$ cat src/rtl/mem_port_arbiter.sv
// mem_port_arbiter
// Shares the single memory port between instruction fetch and data
// load/store. One requester is granted at a time. The granted request is
// registered onto mem_* and held until mem_ready, or until the watchdog
// expires. The result is then returned with a one-cycle ack.
//
// Ports:
//   clk, reset (async, active-low)
//   if_req/if_addr -> if_rdata/if_ack            fetch requester
//   d_req/d_we/d_addr/d_wdata -> d_rdata/d_ack   data requester
//   mem_valid/mem_we/mem_addr/mem_wdata -> memory; mem_rdata/mem_ready <- memory
//   bus_err  pulses with the ack of an access that timed out
//   grant_d  current or most recent owner (1 = data, 0 = fetch)
//
// state  | meaning
// IDLE   | arbitrate this cycle's requests and register the winner onto mem_*
// ACCESS | mem_valid high, waiting for mem_ready or watchdog expiry
// RESP   | one-cycle ack (and bus_err) to the owner; requests ignored
module mem_port_arbiter #(
  parameter int unsigned STARVE_LIMIT = 4,
  parameter int unsigned TIMEOUT      = 64
) (
  input  logic        clk,
  input  logic        reset,
  input  logic        if_req,
  input  logic [31:0] if_addr,
  output logic [31:0] if_rdata,
  output logic        if_ack,
  input  logic        d_req,
  input  logic        d_we,
  input  logic [31:0] d_addr,
  input  logic [31:0] d_wdata,
  output logic [31:0] d_rdata,
  output logic        d_ack,
  output logic        mem_valid,
  output logic        mem_we,
  output logic [31:0] mem_addr,
  output logic [31:0] mem_wdata,
  input  logic [31:0] mem_rdata,
  input  logic        mem_ready,
  output logic        bus_err,
  output logic        grant_d
);

  typedef enum logic [1:0] {IDLE, ACCESS, RESP} state_t;

  state_t     state;
  logic [3:0] starve_cnt;
  logic [7:0] wd_cnt;

  logic starve_hit;
  logic grant_f_w;
  logic grant_d_w;

  // Data wins contention unless fetch has already been passed over
  // STARVE_LIMIT times in a row.
  always_comb begin
    starve_hit = (starve_cnt == 4'(STARVE_LIMIT));
    grant_f_w  = if_req & (~d_req | starve_hit);
    grant_d_w  = d_req & ~grant_f_w;
  end

  always_ff @(posedge clk or negedge reset) begin
    if (!reset) begin
      state      <= IDLE;
      starve_cnt <= '0;
      wd_cnt     <= '0;
      mem_valid  <= 1'b0;
      mem_we     <= 1'b0;
      mem_addr   <= '0;
      mem_wdata  <= '0;
      if_ack     <= 1'b0;
      d_ack      <= 1'b0;
      if_rdata   <= '0;
      d_rdata    <= '0;
      bus_err    <= 1'b0;
      grant_d    <= 1'b0;
    end else begin
      case (state)
        IDLE: begin
          if_ack  <= 1'b0;
          d_ack   <= 1'b0;
          bus_err <= 1'b0;
          if (grant_f_w || grant_d_w) begin
            mem_valid <= 1'b1;
            grant_d   <= grant_d_w;
            // Watchdog is a down-counter; terminal count 0 marks the
            // TIMEOUT-th ACCESS cycle.
            wd_cnt    <= 8'(TIMEOUT - 1);
            state     <= ACCESS;
            if (grant_d_w) begin
              mem_addr  <= d_addr;
              mem_we    <= d_we;
              mem_wdata <= d_wdata;
              if (!if_req)
                starve_cnt <= '0;
              else if (!starve_hit)
                starve_cnt <= starve_cnt + 4'd1;
            end else begin
              mem_addr   <= if_addr;
              mem_we     <= 1'b0;
              mem_wdata  <= '0;
              starve_cnt <= '0;
            end
          end
        end

        ACCESS: begin
          if (mem_ready) begin
            // Ready on the expiry cycle still counts as success.
            mem_valid <= 1'b0;
            bus_err   <= 1'b0;
            state     <= RESP;
            if (grant_d) begin
              if (!mem_we)
                d_rdata <= mem_rdata;
              d_ack <= 1'b1;
            end else begin
              if_rdata <= mem_rdata;
              if_ack   <= 1'b1;
            end
          end else if (wd_cnt == 8'd0) begin
            mem_valid <= 1'b0;
            bus_err   <= 1'b1;
            state     <= RESP;
            if (grant_d) begin
              d_rdata <= '0;
              d_ack   <= 1'b1;
            end else begin
              if_rdata <= '0;
              if_ack   <= 1'b1;
            end
          end else begin
            wd_cnt <= wd_cnt - 8'd1;
          end
        end

        RESP: begin
          if_ack  <= 1'b0;
          d_ack   <= 1'b0;
          bus_err <= 1'b0;
          state   <= IDLE;
        end

        default: state <= IDLE;
      endcase
    end
  end

endmodule
$ cat config.mk
export PLATFORM = sky130hd
export DESIGN_NAME = mem_port_arbiter
export DESIGN_NICKNAME = d
export VERILOG_FILES = /design/src/rtl/mem_port_arbiter.sv
export SDC_FILE = /design/constraint.sdc
export NUM_CORES = 1
export LEC_CHECK = 0
export BUFFER_PORTS_ARGS = -buffer_cell sky130_fd_sc_hd__buf_4
export CAP_MARGIN = 40
export CORE_AREA = 2 2 174 91
export DETAILED_ROUTE_END_ITERATION = 8
export DIE_AREA = 0 0 176 93
export PLACE_DENSITY = 0.7
export SLEW_MARGIN = 40
export SYNTH_ARGS = -nofsm -noshare
export SYNTH_HDL_FRONTEND = slang
export SYNTH_SLANG_ARGS = --single-unit
$ cat constraint.sdc
create_clock -name clk -period 4.1 [get_ports clk]
set_input_delay 0.41 -clock clk [delete_from_list [all_inputs] [get_ports clk]]
set_output_delay 0.41 -clock clk [all_outputs]
set_load 0.05 [all_outputs]
==> reports/results.ini <==
[status]
status=finished clean

[cts]
root_buffer=clkbuf_16
path_clk_slew_ns=0.06
cts_resized=0
cts_tree=built
post_cts.repair.setup_buffers=0
cts_sinks=148
clkLatencyLatePin_ns=0.42
holdBufCountCts=1
ctsHtreeMaxLevel=4
cts_max_path_buffers=2
cts_buffers=17

[logic_synthesis]
ys_seq_area_share_pct=63.44
async_reset_ff_share_pct=100.0
avgSynthCellArea_um2=11.79
synth_ff_type=dfrtp_1
synth_edf_count=0
synth_area_um2=5838
synth_seq_cells=148
synthCells=495
synth.net_count=633
yosys.area.top_type_share_pct=63.44
synth.area.top_cells=dfrtp_1, a22o_1, a21oi_1
synthDistinctLibCells=42
yosysWarnings=0
synth_area_leader_cell=dfrtp_1

[drt]
wl_per_cell_um=17.99
wl_um=17450
drcViolationCount=0
ant_nets=0
drtIter0Drc=381
vias=5106
via_per_inst=5.264
first_pass_iters=5

[cells_and_area]
diodes=0
layoutNonFillerInstCount=970
fill_cells=1254
area_growth_syn_to_layout_pct=48.11
finalNetCount=891
layout-drive-gt1-share_pct=42.56

[setup_path]
startpoint_type=register
reg2reg_from=wd_cnt[0]$_DFFE_PN0P_
r2r_slack_ns=1.88
slowest_stage=or3b_2
worst-r2r-cell-count=6
worstPathMaxFanout=33
r2r_end=if_rdata[21]$_DFFE_PN0P_
cp-end-kind=register
crit_type=register to register
cp.arrival_ns=2.52
path_cells=inv_1 -> ha_1 -> or3b_2 -> o21a_4 -> nand2b_4 -> a22o_2
cpPeakStageDelay_ns=0.53
cp.required_ns=4.40

[timing]
finalClockSkew_ns=0.01186
report.final.slew_viol_count=0
relSlewSlack_pct=56.53
finalSetupViolCount=0
period_minus_slack_ns=2.220
whs_ns=0.2091
tightest_slew_ns=0.6498
max_freq_mhz=450.4
finalHoldViolCount=0
layout_setup_ws_ns=1.880
fin_tns_setup_ns=0
period_share_pct=54.15
rsz0062_at_grt=no

[global_route]
grt_max_degree=71
grt-ovfl-total=0
grt_antenna_before_repair=0
grt_pass1_vias=5289
grt_use_total_pct=21.91
grt_first_pass_wirelength_um=28100

[floorplanning]
initial_core_util_pct=39.09
die_area_um2=16370
die_x_um=176
ios=268
core-area_um2=14930
rows=32
die_height_um=93

[flow_run]
maxCapViolCount=0

[pwr]
power_density_nw_per_um2=992.8
irDropWorstVdd_mv=0.4734
p_leak_uw=0.004345
total_power_uw=8585

[worst_hold_path]
hold_end=mem_wdata[17]$_DFFE_PN0P_
hold_class=primary input to register
min_path_cells=2
holdCritStartpoint=d_wdata[17]

[placed_design]
dp.cells=936
post-place-ws_ns=1.885
numPortBuffers=267
dp_hpwl_um=12350
place_congestion=0.8723

==> layout by cell type, fill, tap and decap left out, types with 3 or more instances in the layout <==
cell / n
a21oi_1: 64
a22o_1: 94
a22o_2: 3
buf_4: 273
clkbuf_16: 17
clkinvlp_4: 4
dfrtp_1: 148
ha_1: 4
inv_1: 5
inv_6: 4
mux2i_1: 3
nand2_1: 44
nand3_1: 4
nor2_1: 45
nor3_2: 3
nor4_1: 3
o21ai_0: 4
==> worst max path at each step <==
stage | from | end | slack (ns) | cells after the start
after floorplan | wd_cnt[0]$_DFFE_PN0P_ | if_rdata[10]$_DFFE_PN0P_ | 2.02 | 9
after global placement | starve_cnt[0]$_DFFE_PN0P_ | mem_wdata[12]$_DFFE_PN0P_ | 1.76 | 7
after detailed placement | wd_cnt[0]$_DFFE_PN0P_ | if_rdata[20]$_DFFE_PN0P_ | 1.88 | 6
after CTS | wd_cnt[0]$_DFFE_PN0P_ | if_rdata[21]$_DFFE_PN0P_ | 1.89 | 6
after global routing | starve_cnt[0]$_DFFE_PN0P_ | mem_wdata[16]$_DFFE_PN0P_ | 1.73 | 7
final | wd_cnt[0]$_DFFE_PN0P_ | if_rdata[21]$_DFFE_PN0P_ | 1.88 | 6
==> report_power, final <==
| part | internal, uW | switching (uW) |
|---|---|---|
| Clock | 868 | 652 |
| Sequential | 2090 | 430 |
| Combinational | 1420 | 3120 |
==> cell families after synthesis <==
group / after synthesis / synth area share [%]
DFF: 148 / 63.44
buffers and inverters: 43 / 3.558
xor gates and xnor gates: 2 / 0.3001
muxes: 3 / 0.5144
adders and majority gates: 4 / 0.8573
and+or+nand+nor: 116 / 8.873
AOI/OAI and AO/OA: 179 / 22.46
==> synth_stat cells, types with 2 or more instances <==
cell type,instances
a21o_1,2
a22o_2,3
nor3_1,5
nor4_1,3
buf_8,3
nor2_1,45
a41oi_1,2
inv_1,5
nand3_1,4
buf_2,4
dfrtp_1,148
o21ai_0,4
clkbuf_1,30
o211ai_1,2
nand4_1,2
mux2i_1,3
a21oi_1,64
ha_1,4
a22o_1,94
nand2_1,45
xor2_1,2
==> critical path, delay by kind of cell (launching register included) <==
kind,cells,cell delay (ns)
AO/OA/AOI/OAI,2,0.56
AND/OR/NAND/NOR,2,0.87
buffers and inverters,1,0.09
adder cells (fa/ha/maj),1,0.18
flip-flops,1,0.41
==> final cells by class <==
| cell class | instances | area (um2) | share of cell area, % |
|---|---|---|---|
| tap | 204 | 255.2 | 2.952 |
| clock inverter | 14 | 145.1 | 1.678 |
| multi-input combinational | 304 | 1968 | 22.76 |
| clock buffer | 18 | 439.2 | 5.079 |
| timing repair buffer | 277 | 2117 | 24.48 |
| inverter | 5 | 18.77 | 0.2170 |
| sequential | 148 | 3704 | 42.83 |
==> through the flow <==
stage          instance area, um2  utilization, %
6_report                     8647           57.90
5_1_grt                      8647           57.90
4_1_cts                      8626           57.76
3_5_place_dp                 8031           53.78
3_3_place_gp                 7995           53.54
2_1_floorplan                5838               -
==> registers in the layout, indices dropped and copies added, names as in the netlist <==
signal      count
bus_err         1
d_ack           1
d_rdata        32
grant_d         1
if_ack          1
if_rdata       32
mem_addr       32
mem_valid       1
mem_wdata      32
mem_we          1
starve_cnt      4
state           2
wd_cnt          8
==> layer usage <==
| layer | share of wire [%] | routed length (um) | vias to the layer above | global-route usage [%] |
|---|---|---|---|---|
| li1 | - | - | 2313 | - |
| met4 | 1.3 | 232 | 0 | 6.061 |
| met5 | 0 | 0 | - | 0 |
| met1 | 46 | 8099 | 2540 | 30.94 |
| met2 | 44 | 7732 | 234 | 33.07 |
| met3 | 7.9 | 1385 | 19 | 6.423 |
Note: power is estimated with default switching activity, not from simulation.
